$ cat src/rtl/fpu_alu_arbiter.sv
// fpu_alu_arbiter
// Round-robin arbiter and sequencer sharing one FpuAluExecElement among
// NUM_REQ requesters. One operation is in flight at a time: grant, hold the
// element in start reset with stable operands, wait for completion, then
// present the tagged result on a single response channel.
//
// Optional build macro: FPU_ARB_TIMEOUT_EN
//   defined   -> WAIT is bounded by TIMEOUT cycles; an expired wait returns
//                resp_data=0 with resp_error=1.
//   undefined -> no wait counter; resp_error is constant 0 and WAIT waits
//                indefinitely for elem_completed.
//
// state  | meaning
// -------+---------------------------------------------------------------
// IDLE   | element held in reset, arbitrating; req_ready = winner one-hot
// START  | operands latched, elem_reset held high for START_CYCLES cycles
// WAIT   | element running, waiting for elem_completed (or timeout)
// RESP   | resp_valid high, result/id/operands held until resp_ready
module fpu_alu_arbiter #(
   parameter int NUM_REQ      = 4,
   parameter int START_CYCLES = 2,
   parameter int TIMEOUT      = 256
) (
   input  logic                          clk,
   input  logic                          reset,
   input  logic [NUM_REQ-1:0]            req_valid,
   output logic [NUM_REQ-1:0]            req_ready,
   input  logic [6*NUM_REQ-1:0]          req_inst_num,
   input  logic [32*NUM_REQ-1:0]         req_fs,
   input  logic [32*NUM_REQ-1:0]         req_ft,
   output logic                          resp_valid,
   input  logic                          resp_ready,
   output logic [$clog2(NUM_REQ)-1:0]    resp_id,
   output logic [31:0]                   resp_data,
   output logic                          resp_error,
   output logic                          elem_reset,
   output logic [5:0]                    elem_inst_num,
   output logic [31:0]                   elem_fs,
   output logic [31:0]                   elem_ft,
   input  logic                          elem_completed,
   input  logic [31:0]                   elem_out
);

   localparam int IDW = $clog2(NUM_REQ);
   localparam int SCW = (START_CYCLES > 1) ? $clog2(START_CYCLES) : 1;
   localparam logic [IDW-1:0] LAST_ID   = IDW'(NUM_REQ - 1);
   localparam logic [SCW-1:0] START_END = SCW'(START_CYCLES - 1);

   typedef enum logic [1:0] {
      S_IDLE  = 2'd0,
      S_START = 2'd1,
      S_WAIT  = 2'd2,
      S_RESP  = 2'd3
   } state_t;

   state_t           state;
   logic [IDW-1:0]   rr_ptr;
   logic [SCW-1:0]   start_cnt;
   logic [IDW-1:0]   winner;
   logic [IDW-1:0]   scan_idx;
   logic             found;

`ifdef FPU_ARB_TIMEOUT_EN
   localparam int TW = (TIMEOUT > 1) ? $clog2(TIMEOUT) : 1;
   localparam logic [TW-1:0] WAIT_END = TW'(TIMEOUT - 1);
   logic [TW-1:0]    wait_cnt;
   logic             resp_error_q;

   assign resp_error = resp_error_q;
`else
   // Without the timeout there is no error source at all.
   assign resp_error = 1'b0;
`endif

   // First valid requester scanning upward from rr_ptr with wrap-around.
   always_comb begin
      found    = 1'b0;
      winner   = '0;
      scan_idx = '0;
      for (int k = 0; k < NUM_REQ; k++) begin
         scan_idx = IDW'((int'(rr_ptr) + k) % NUM_REQ);
         if (!found && req_valid[scan_idx]) begin
            found  = 1'b1;
            winner = scan_idx;
         end
      end
   end

   // Grant is offered only in IDLE and is forced low while reset is asserted,
   // so every output shows its reset value during reset.
   always_comb begin
      req_ready = '0;
      if (reset && (state == S_IDLE) && found) begin
         req_ready[winner] = 1'b1;
      end
   end

   // Sequencer: grant, start pulse, wait for the element, hand back the result.
   always_ff @(posedge clk or negedge reset) begin
      if (!reset) begin
         state         <= S_IDLE;
         rr_ptr        <= '0;
         start_cnt     <= '0;
         resp_valid    <= 1'b0;
         resp_id       <= '0;
         resp_data     <= '0;
         elem_reset    <= 1'b1;
         elem_inst_num <= '0;
         elem_fs       <= '0;
         elem_ft       <= '0;
`ifdef FPU_ARB_TIMEOUT_EN
         wait_cnt      <= '0;
         resp_error_q  <= 1'b0;
`endif
      end else begin
         case (state)
            S_IDLE: begin
               elem_reset <= 1'b1;
               // found implies req_valid[winner] & req_ready[winner]
               if (found) begin
                  elem_inst_num <= req_inst_num[int'(winner)*6 +: 6];
                  elem_fs       <= req_fs[int'(winner)*32 +: 32];
                  elem_ft       <= req_ft[int'(winner)*32 +: 32];
                  resp_id       <= winner;
                  rr_ptr        <= (winner == LAST_ID) ? '0 : winner + 1'b1;
                  start_cnt     <= '0;
                  state         <= S_START;
               end
            end

            S_START: begin
               if (start_cnt == START_END) begin
                  elem_reset <= 1'b0;
                  state      <= S_WAIT;
`ifdef FPU_ARB_TIMEOUT_EN
                  wait_cnt   <= '0;
`endif
               end else begin
                  start_cnt <= start_cnt + 1'b1;
               end
            end

            S_WAIT: begin
               // A completion seen on the last allowed cycle beats the timeout.
               if (elem_completed) begin
                  resp_data  <= elem_out;
                  resp_valid <= 1'b1;
                  state      <= S_RESP;
`ifdef FPU_ARB_TIMEOUT_EN
                  resp_error_q <= 1'b0;
               end else if (wait_cnt == WAIT_END) begin
                  resp_data    <= '0;
                  resp_error_q <= 1'b1;
                  resp_valid   <= 1'b1;
                  state        <= S_RESP;
               end else begin
                  wait_cnt <= wait_cnt + 1'b1;
`endif
               end
            end

            S_RESP: begin
               // elem_reset stays low so the element keeps its result stable.
               if (resp_ready) begin
                  resp_valid <= 1'b0;
                  elem_reset <= 1'b1;
                  state      <= S_IDLE;
               end
            end

            default: begin
               state      <= S_IDLE;
               elem_reset <= 1'b1;
               resp_valid <= 1'b0;
            end
         endcase
      end
   end

endmodule

$ cat config.mk
export PLATFORM = sky130hd
export DESIGN_NAME = fpu_alu_arbiter
export DESIGN_NICKNAME = d
export VERILOG_FILES = /design/src/rtl/fpu_alu_arbiter.sv
export SDC_FILE = /design/constraint.sdc
export NUM_CORES = 1
export LEC_CHECK = 0
export BUFFER_PORTS_ARGS = -buffer_cell sky130_fd_sc_hd__buf_4
export CELL_PAD_IN_SITES_DETAIL_PLACEMENT = 0
export CELL_PAD_IN_SITES_GLOBAL_PLACEMENT = 2
export CORE_AREA = 5 5 170 172
export DETAILED_ROUTE_END_ITERATION = 7
export DIE_AREA = 0 0 175 177
export GPL_ROUTABILITY_DRIVEN = 0
export PLACE_DENSITY_LB_ADDON = 0.1
export SLEW_MARGIN = 20
export SYNTH_ARGS = -nofsm -noshare
export SYNTH_HDL_FRONTEND = slang
export SYNTH_SLANG_ARGS = --single-unit
$ cat constraint.sdc
create_clock -name clk -period 2.55 [get_ports clk]
set_clock_uncertainty 0.15 [all_clocks]
set_input_delay 0.51 -clock clk [delete_from_list [all_inputs] [get_ports clk]]
set_output_delay 0.51 -clock clk [all_outputs]
set_load 0.02 [all_outputs]
# Word-level counts from Yosys, hierarchy flattened
# Cells that the tools add are included.
# totals
word_cells,86
register_bits,111
in_bits,320
# classes
n_mux,34
n_shift,3
reduce_logical,19
multipliers,1
magnitude_cmp,6
n_addsub,5
n_eq_ne,8
# op_table
cell,n
variable part select 128 x 8 -> 32 bit,2
variable part select 24 x 6 -> 6 bit,1
2-to-1 mux 2 bit,9
< comparator 2 x 3 -> 1 bit (second input constant),5
2-to-1 mux 1 bit,15
binary-select mux 1 bit (select 2 bit),4
inequality test 2 bit (second input constant),4
case mux 2 bit (4 select lines),1
== test 2 bit (second input constant),3
logical AND 1 bit,6
AND reduction 2 bit,3
AND reduction 3 bit,2
adder 2 x 1 -> 2 bit (second input constant),2
adder 2 bit (second input constant),2
multiplier 2 x 2 -> 4 bit (second input constant),1
2-to-1 mux 4 bit,1
case mux 1 bit (2 select lines),2
AND reduction 4 bit,1
nonzero test 2 bit,2
zero test 1 bit,3
case mux 1 bit (3 select lines),1
nonzero test 3 bit,1
demux 1 bit (select 2 bit),1
== test 2 x 1 -> 1 bit (second input constant),1
3 further kinds,3

# Logic depth before layout (Yosys ltp)
# logic_depth
ltp_word,17
depth_mapped,8

# Least setup slack after synthesis
# OpenSTA, ideal clock, no wires.
# synth_timing
path_type,flip-flop to output port
start,reg rr_ptr[1]
end,out req_ready[2]
arrival_ps,1838
path_buffers,2
slack_ps,52
t_required_ps,1890
stages_incl_launch_ff,8
cell_sequence,dfrtp_1 buf_4 a21oi_1 o21ai_0 a21oi_1 clkbuf_1 ha_1 and3_1
# synth_between
elab_chain_cells,17
word_cells_on_any_way,32
classes_between,add/sub (3); order compare (2); mux (19); reduce/logical (8)
# synth_rtl
element,line,text
"start, declared",57,logic [IDW-1:0] rr_ptr;
"start signal, assigned",125,rr_ptr <= (winner == LAST_ID) ? '0 : winner + 1'b1;
branches (longest 16 deep; another with < comparator 2 x 3 -> 1 bit),n/a,
2-to-1 mux 4 bit (*),93,if (reset && (state == S_IDLE) && found) begin
"end, declared",27,"output logic [NUM_REQ-1:0] req_ready,"
# Mark *: on every way between the ends. The select of a mux whose other input is x is not followed.

# Worst setup path in the final report
# layout_timing
start,reg rr_ptr[1]
end,out req_ready[3]
# Same word-level chain as after synthesis.

==> reports/results.ini <==
[synthesis]
ys_ff_latch=111
synth_enable_flop_cells=0
yosys_warnings=0
syn_inst=610
synth_flop_cell=dfrtp_1
synth_most_common_cell=dfrtp_1
syn_nets=936
synthDistinctLibCells=35
synthArstFlopShare=1.000
syn_area_um2=6157
yosys.area.top_type=dfrtp_1
ys_top_cells_by_area=dfrtp_1, a221oi_1, mux2_2
syn_avg_cell_area_um2=10.09
synth_top_area_frac=0.4471
ys_seq_area_frac=0.4513
synthTopCellsByCount=dfrtp_1, nand2_1, a21oi_1, nor2_1, a221oi_1

[cts]
cts_made_buffers=9
cts_sinks=111
root_buffer=clkbuf_16
cts_tree=built
cts.path.max_buffers=2
clock_latency_ns=0.35
clk_pin_slew_ns=0.08
htree_levels=3

[floorplanning]
fp.dieH_um=177
core_area_um2=27320
die-area_um2=30980
initial_utilization=0.2253
ios=431
die_x_um=175
num_rows=61

[global_routing]
grt_use_total=0.1750
grt_max_degree=105
antenna_found_initial=2
globalRoute.totalOverflow=0
grt_pass1_vias=6826
grt_pass1_wl_mm=41.52

[finish]
drive_gt1_frac=0.5319
nets=1355
fin_util=0.3760
area_growth_syn_to_layout_pct=66.86
final_cell_area_um2=10270
fillers=2795

[place]
hpwl_mm=21.80
io_buffers=429
dpl_cell_area_um2=9859
pre_cts_ws_ns=0.04581

[hold_path]
worstHoldPathType=input port to flip-flop
hold_depth=2
hold_end=resp_data[29]$_DFFE_PN0P_
hold_start=elem_out[29]

[route]
ant_nets=0
finalWirelength_mm=28.39
num_vias=6413
vias_per_cell=4.644
firstDrtPassIters=4
drc=0
post_drt_wl_per_cell_um=20.56
drt_iter0_drc=309

[sta]
tightest_slew_ns=0.6241
fin_crit_sh=0.9943
rsz0062_at_grt=yes
finalHoldViolCount=0
fin_tns_setup_ns=0
fin_ws_ns=0.01447
max_freq_mhz=394.4
slew_headroom=0.5839
setup_viol=0
min_period_ns=2.536
drv_slew=0

[setup_path]
critical_path_class=flip-flop to output pin
crit_required_ns=1.89
cp-end-kind=output pin
r2r_slack_ns=0.12
critPathLaunch=rr_ptr[1]$_DFFE_PN0P_
timing.rr.start=rr_ptr[1]$_DFFE_PN0P_
reg2regPathDepth=9
reg2reg_to=elem_ft[10]$_DFFE_PN0P_
cp-start-kind=flip-flop
crit_fanout=7
arrival_ns=1.88

[power_and_ir_drop]
p_per_area_nw_per_um2=1159
power_w=0.01190
ir_drop_mv=0.5418
p_leak_nw=4.870

[run]
maxCapViolCount=0

[run_status]
status=completed

==> worst max-delay path: stages (launching register included) <==
cell,delay (ns)
dfrtp_2,0.46
mux2_4,0.33
o221ai_4,0.21
inv_1,0.07
ha_2,0.17
and3_4,0.14
buf_6,0.13
==> layout make-up <==
cell class | count | area [µm²] | area share
Inverter | 8 | 30.03 | 0.002923
Timing Repair Buffer | 458 | 3532 | 0.3438
Antenna cell | 1 | 2.502 | 0.0002436
Sequential cell | 111 | 2780 | 0.2706
Tap cell | 346 | 432.9 | 0.04214
Clock inverter | 6 | 116.4 | 0.01133
Clock buffer | 10 | 229.0 | 0.02229
Multi-Input combinational cell | 441 | 3151 | 0.3067
==> metal layers <==
metal | vias to the layer above | global-route usage | wire [µm]
met1 | 3061 | 0.2023 | 10840
li1 | 3057 | - | -
met2 | 259 | 0.3100 | 14610
met4 | 2 | 0.05270 | 664
met5 | - | 0 | 7
met3 | 34 | 0.05640 | 2269
==> repair_timing <==
action | in CTS | in global routing
setup buffers | 4 | 1
pin swaps | 1 | 1
endpoints found under the setup margin | 3 | 3
endpoints found under the hold margin | 7 | 0
hold buffers | 1 | 0
gates resized for setup | 4 | 4
==> flip-flops by register name, indices dropped and copies added, names as in the netlist <==
| name | cells |
|---|---|
| elem_inst_num | 6 |
| elem_fs | 32 |
| rr_ptr | 2 |
| state | 2 |
| elem_ft | 32 |
| elem_reset | 1 |
| resp_data | 32 |
| resp_id | 2 |
| start_cnt | 1 |
| resp_valid | 1 |
==> cell usage in the layout, fill, tap and decap left out, types with 2 or more instances in the layout <==
cell type	count
a21oi_1	73
a21oi_2	2
a221oi_1	70
and3_1	3
buf_12	7
buf_4	449
bufinv_16	3
clkbuf_16	9
clkinv_4	2
dfrtp_1	109
ha_1	5
inv_1	7
mux2_1	39
mux2_2	54
mux2_4	10
mux2i_1	2
nand2_1	82
nor2_1	72
nor2b_1	3
o21ai_0	6
==> cell families after synthesis <==
group                    count (synthesis)  synth area share
AO/OA/AOI/OAI                          163            0.1841
buffers and inverters                   58           0.04755
other                                    1         0.0006090
AND/OR/NAND/NOR                        166            0.1065
flip-flops                             111            0.4513
adder cells (fa/ha/maj)                  6           0.01219
multiplexers                           105            0.1977
==> worst max path at each step <==
stage	to	depth (start not counted)
3_5_place_dp	elem_fs[30]$_DFFE_PN0P_	8
5_1_grt	req_ready[3]	6
2_1_floorplan	req_ready[2]	7
6_report	req_ready[3]	6
4_1_cts	req_ready[3]	6
3_3_place_gp	elem_fs[30]$_DFFE_PN0P_	8
==> through the flow <==
| stage | instances | hold WS, ns |
|---|---|---|
| 2_1_floorplan | 610 | 0.06441 |
| 3_3_place_gp | 1358 | 0.2237 |
| 3_5_place_dp | 1358 | 0.2239 |
| 4_1_cts | 1379 | 0.2123 |
| 5_1_grt | 1381 | 0.2100 |
| 6_report | 1381 | 0.2274 |
==> where the power goes <==
part	switching, W	internal (W)	leakage (nW)
Clock	0.000720	0.000971	0.167
Sequential	0.000505	0.00269	1.27
Combinational	0.00393	0.00309	3.43
Total	0.00515	0.00675	4.87
No activity file was read; power rests on OpenSTA's default activity.
